`config.mk`:
```
export PLATFORM = sky130hd
export DESIGN_NAME = fifo_wptr_full
export DESIGN_NICKNAME = d
export VERILOG_FILES = /design/src/rtl/fifo_wptr_full.sv
export SDC_FILE = /design/constraint.sdc
export NUM_CORES = 1
export LEC_CHECK = 0
export ABC_AREA = 1
export BUFFER_PORTS_ARGS = -buffer_cell sky130_fd_sc_hd__buf_2
export CAP_MARGIN = 40
export CORE_UTILIZATION = 30
export CTS_CLUSTER_DIAMETER = 150
export DETAILED_ROUTE_END_ITERATION = 8
export PLACE_DENSITY_LB_ADDON = 0.1
export SYNTH_ARGS = -nofsm -noshare
export SYNTH_HDL_FRONTEND = slang
export SYNTH_SLANG_ARGS = --single-unit
export TNS_END_PERCENT = 30
```
`constraint.sdc`:
```
create_clock -name wclk -period 9.51 [get_ports wclk]
set_input_delay 0.4755 -clock wclk [delete_from_list [all_inputs] [get_ports wclk]]
set_output_delay 0.4755 -clock wclk [all_outputs]
set_load 0.02 [all_outputs]
```
`src/rtl/fifo_wptr_full.sv`:
```
// ---------------------------------------------------------------------------
// fifo_wptr_full
//
// Write-domain half of an asynchronous FIFO. Brings the Gray-coded read
// pointer into the wclk domain through a two-flop synchronizer and keeps the
// binary and Gray write pointers. From these it derives the memory write
// address, a registered full flag, a fill level, an optional almost-full
// warning and a sticky overflow flag.
//
// Configuration macro: FIFO_WPTR_ALMOST_FULL_EN
//   defined   : walmost_full is registered from a level >= DEPTH-AFULL_GAP
//               comparison.
//   undefined : walmost_full is tied to 0 and no threshold logic is built.
//
// Parameters:
//   ADDRSIZE     memory address width, DEPTH = 1 << ADDRSIZE
//   AFULL_GAP    almost-full gap, legal range 1 .. DEPTH-1
//
// Ports:
//   wclk          in   write clock (only clock)
//   wrst          in   synchronous active-high reset
//   winc          in   write request from the producer
//   rptr          in   Gray read pointer, asynchronous to wclk
//   wovf_clr      in   clears the sticky overflow flag
//   waddr         out  binary write address to the memory
//   wptr          out  registered Gray write pointer to the read domain
//   wfull         out  registered full flag
//   wlevel        out  occupancy seen in the write domain, 0..DEPTH
//   walmost_full  out  registered almost-full flag
//   wovf          out  sticky overflow flag
// ---------------------------------------------------------------------------
module fifo_wptr_full #(
  parameter int ADDRSIZE  = 9,
  parameter int AFULL_GAP = 4
) (
  input  logic                wclk,
  input  logic                wrst,
  input  logic                winc,
  input  logic [ADDRSIZE:0]   rptr,
  input  logic                wovf_clr,
  output logic [ADDRSIZE-1:0] waddr,
  output logic [ADDRSIZE:0]   wptr,
  output logic                wfull,
  output logic [ADDRSIZE:0]   wlevel,
  output logic                walmost_full,
  output logic                wovf
);

  localparam int PW = ADDRSIZE + 1;

  // Catch an illegal threshold at elaboration rather than as a silent
  // comparator that never (or always) fires.
  if (AFULL_GAP < 1 || AFULL_GAP >= (1 << ADDRSIZE)) begin : g_gap_check
    $error("fifo_wptr_full: AFULL_GAP out of range 1..DEPTH-1");
  end

  // -------------------------------------------------------------------------
  // Read-pointer synchronizer: plain flop-to-flop, nothing in between, so
  // only one bit of the Gray code can be in flight at a time.
  // -------------------------------------------------------------------------
  logic [PW-1:0] wq1_rptr;
  logic [PW-1:0] wq2_rptr;

  // NOTE: sequential state is updated with non-blocking assignments so every
  // flop samples the pre-edge value of the others; blocking here would turn
  // the two-stage synchronizer into a single stage.
  always_ff @(posedge wclk) begin
    if (wrst) begin
      wq1_rptr <= '0;
      wq2_rptr <= '0;
    end else begin
      wq1_rptr <= rptr;
      wq2_rptr <= wq1_rptr;
    end
  end

  // -------------------------------------------------------------------------
  // Next-state pointer arithmetic
  // -------------------------------------------------------------------------
  logic [PW-1:0] wbin;
  logic          winc_ok;
  logic [PW-1:0] wbinnext;
  logic [PW-1:0] wgraynext;
  logic [PW-1:0] rbin_s;
  logic [PW-1:0] level_next;
  logic          wfull_next;
  logic          wovf_next;

  // The memory write-enable is this same term, so a write while full is
  // dropped both here and at the memory.
  assign winc_ok   = winc & ~wfull;
  assign wbinnext  = wbin + {{ADDRSIZE{1'b0}}, winc_ok};
  assign wgraynext = (wbinnext >> 1) ^ wbinnext;

  // NOTE: every variable assigned in an always_comb gets a default before any
  // conditional logic so no path leaves it unassigned and no latch appears.
  always_comb begin
    rbin_s           = '0;
    rbin_s[PW-1]     = wq2_rptr[PW-1];
    for (int i = PW - 2; i >= 0; i--) begin
      rbin_s[i] = rbin_s[i+1] ^ wq2_rptr[i];
    end
  end

  // Modulo-2^PW subtraction keeps the level correct across pointer wrap.
  assign level_next = wbinnext - rbin_s;

  // Full when the write pointer is one lap ahead of the synchronized read
  // pointer: in Gray code that is the top two bits inverted, rest equal.
  assign wfull_next = (wgraynext ==
                       {~wq2_rptr[ADDRSIZE:ADDRSIZE-1], wq2_rptr[ADDRSIZE-2:0]});

  // Set has priority over clear so an overflow in the clear cycle is kept.
  assign wovf_next = (winc & wfull) | (wovf & ~wovf_clr);

  // -------------------------------------------------------------------------
  // Pointer, flag and level registers
  // -------------------------------------------------------------------------
  always_ff @(posedge wclk) begin
    if (wrst) begin
      wbin   <= '0;
      wptr   <= '0;
      wfull  <= 1'b0;
      wlevel <= '0;
      wovf   <= 1'b0;
    end else begin
      wbin   <= wbinnext;
      wptr   <= wgraynext;
      wfull  <= wfull_next;
      wlevel <= level_next;
      wovf   <= wovf_next;
    end
  end

  assign waddr = wbin[ADDRSIZE-1:0];

  // -------------------------------------------------------------------------
  // Optional almost-full warning
  // -------------------------------------------------------------------------
`ifdef FIFO_WPTR_ALMOST_FULL_EN
  localparam logic [PW-1:0] AFULL_THRESH = PW'((1 << ADDRSIZE) - AFULL_GAP);

  always_ff @(posedge wclk) begin
    if (wrst) begin
      walmost_full <= 1'b0;
    end else begin
      walmost_full <= (level_next >= AFULL_THRESH);
    end
  end
`else
  assign walmost_full = 1'b0;
`endif

endmodule
```
==> impl_metrics.tcl <==
set metrics [dict create \
    status "completed" \
    setup_viol 0 \
    syn2layout_area_growth_pct 18.05 \
    clock_latency_ns 0.30 \
    cts_sinks 51 \
    skew_ns 0.004603 \
    dp_hpwl_um 3845 \
    crit_fanout 4 \
    cap_violations 0 \
    crit_path_frequent_cell "nand2_1" \
    synth-seq-cells 51 \
    worst_setup_path_start_kind "flip-flop" \
    syn_avg_cell_area_um2 7.377 \
    netlist_area_mm2 0.002412 \
    cts.repair.resized 0 \
    wirelength_um 4973 \
    cp.arrival_ns 3.64 \
    max_stage_delay_ns 0.41 \
    layout-drive-gt1-share_pct 19.30 \
    period_needed_ns 3.444 \
    cts_tree "yes" \
    core_area_mm2 0.007767 \
    die_height_um 91.67 \
    switching_power_mw 0.1307 \
    fillCellCount 847 \
    grt_usage_pct 13.11 \
    via_per_inst 4.312 \
    drtIter0Drc 118 \
    p_clk_share_pct 32.0 \
    grt_first_pass_wirelength_um 8535 \
    ir_worst_vdd_mv 0.05384 \
    p_leak_nw 1.431 \
    ys_seq_area_share_pct 42.32 \
    yosysWarnings 0 \
    slew_violations 0 \
    antenna_found_initial 0 \
    seqPwrFrac_pct 49.8 \
    grt_setup_unrepaired "false" \
    power_switching_share_pct 28.16 \
    fmax_mhz 290.3 \
    wl_per_cell_um 10.47 \
    hold_viol_final 0 \
    slowest_stage "fa_1" \
    num_rows 32 \
    gp_congestion 0.7673 \
    initial_utilization_pct 31.06 \
    grt_max_degree 44 \
    synth_nets 353 \
    post-route-period-util_pct 36.22 \
    placed_area_mm2 0.002741 \
    io_pins 46 \
    grt_overflow 0 \
    die_x_um 91.67 \
    htree_levels 2 \
    clock_path_buffers 2 \
    dieArea_mm2 0.008403 \
    postCtsSetupBuffers 0 \
    vias 2048 \
    p_int_mw 0.3335 \
    port_buffers 44 \
    critical-path-top-delay-family "simple AND/OR/NAND/NOR gates" \
    cts-root-buf "clkbuf_8" \
    path_clk_slew_ns 0.09 \
    fin_tns_setup_ns 0 \
    first_pass_iters 4 \
    power_frac_comb_pct 18.2 \
    numCtsBuffers 5 \
    synth_cells 327 \
    cp_num_buf_inv 2 \
    drc 0 \
    p_per_area_mw_per_mm2 163.0 \
    finalInstanceArea_mm2 0.002848 \
    ant_nets 0 \
    end_kind "flip-flop" \
    antennaDiodeCount 0 \
    postCtsHoldBufs 0 \
    required_ns 9.71 \
    nNetsFinal 399 \
    hold_path.class "primary input to flip-flop" \
    grt_pass1_vias 1929 \
    synth.distinct_cells 28 \
    critPathKind "flip-flop to flip-flop" \
]
==> layer usage <==
| metal | wire [um] | share of wire [%] | track usage [%] |
|---|---|---|---|
| met4 | 85 | 1.7 | 5.159 |
| met3 | 217 | 4.4 | 3.151 |
| met1 | 2613 | 53 | 17.10 |
| met5 | 0 | 0 | 0 |
| met2 | 2057 | 41 | 20.80 |
==> path summary, 6_finish.rpt <==
kind	startpoint	endpoint	slack, ns	cells past startpoint
max reg2reg	wq2_rptr[8]$_SDFF_PP0_	wlevel[8]$_SDFF_PP0_	6.07	27
max	wq2_rptr[8]$_SDFF_PP0_	wlevel[8]$_SDFF_PP0_	6.07	27
min	rptr[0]	wq1_rptr[0]$_SDFF_PP0_	0.36	3
min reg2reg	wq1_rptr[9]$_SDFF_PP0_	wq2_rptr[9]$_SDFF_PP0_	0.41	2
==> per-stage QoR <==
step	setup WS, ns	std cells	hold slack (ns)	util [%]	total power [mW]
after floorplan	6.480	327	0.3883	-	0.2971
after global placement	6.275	468	0.3941	35.29	0.3216
after detailed placement	6.133	468	0.3949	35.29	0.3215
after CTS	6.089	475	0.3495	36.66	0.4724
after global routing	5.546	475	0.3547	36.66	0.4935
final	6.066	475	0.3618	36.66	0.4643
==> worst min-delay path, stage by stage <==
cell    delay (ns)
buf_2         0.07
inv_1         0.03
nor2_1        0.06
==> synth_stat cells <==
library cell | number | area share (%)
nand2_1 | 64 | 10
conb_1 | 1 | 0.16
nor3_2 | 1 | 0.41
xor2_1 | 8 | 2.9
nand3_1 | 25 | 5.2
or2_2 | 2 | 0.52
xnor2_1 | 1 | 0.36
nand2_2 | 6 | 1.6
ha_1 | 11 | 5.7
clkbuf_1 | 5 | 0.78
a21oi_1 | 21 | 4.4
inv_1 | 54 | 8.4
dfxtp_1 | 51 | 42
xor2_2 | 1 | 0.67
o21ai_0 | 13 | 2.7
fa_1 | 1 | 0.83
nor3_1 | 1 | 0.21
nor2_4 | 1 | 0.47
nor2_1 | 44 | 6.8
or2b_1 | 1 | 0.31
nand3_2 | 3 | 1.2
o2111ai_1 | 1 | 0.36
nand4_1 | 1 | 0.26
nand3b_1 | 3 | 0.93
buf_4 | 1 | 0.31
xor2_4 | 1 | 1.1
inv_2 | 2 | 0.31
nor2_2 | 3 | 0.78
==> state kept, by name, summed over array words and instances (netlist names) <==
register	cells
wbin	9
wfull	1
wlevel	10
wovf	1
wptr	10
wq1_rptr	10
wq2_rptr	10
==> final cells by class <==
class	instances	area, um2	share of cell area [%]
multi-input combinational	214	1155	40.55
timing repair buffer	45	227.7	7.996
clock inverter	2	37.54	1.318
inverter	56	210.2	7.381
tap	102	127.6	4.482
sequential	51	1021	35.85
clock buffer	5	68.82	2.417
==> cell families (layout without fill, tap and decap cells) <==
logic type / after synthesis / count (layout) / share of synthesized area [%]
DFF: 51 / 51 / 42.32
xor gates and xnor gates: 11 / 11 / 5.084
adders and majority gates: 12 / 12 / 6.535
and+or+nand+nor: 155 / 155 / 28.68
other: 1 / 1 / 0.1555
AOI/OAI and AO/OA: 35 / 35 / 7.417
buffers and inverters: 62 / 108 / 9.803
==> cell usage in the layout (no fill, tap or decap), types with 2 or more instances in the layout <==
cell      count
inv_2         2
nand2_2       6
inv_1        54
ha_1         11
dfxtp_1      51
nand3b_1      3
clkbuf_8      5
a21oi_1      21
or2_2         2
nor2_1       44
nor2_2        3
o21ai_0      13
nand3_1      25
nand3_2       3
nand2_1      64
buf_2        44
xor2_1        8
==> power groups by stage <==
| stage | clock [mW] | sequential [mW] | combinational [mW] |
|---|---|---|---|
| detailed placement | 0 | 0.237 | 0.0848 |
| CTS | 0.156 | 0.232 | 0.0853 |
| global placement | 0 | 0.236 | 0.0852 |
| finish | 0.148 | 0.231 | 0.0846 |
| global route | 0.163 | 0.233 | 0.0968 |
| floorplan | 0 | 0.248 | 0.0490 |
Note: power is estimated with default switching activity, not from simulation.
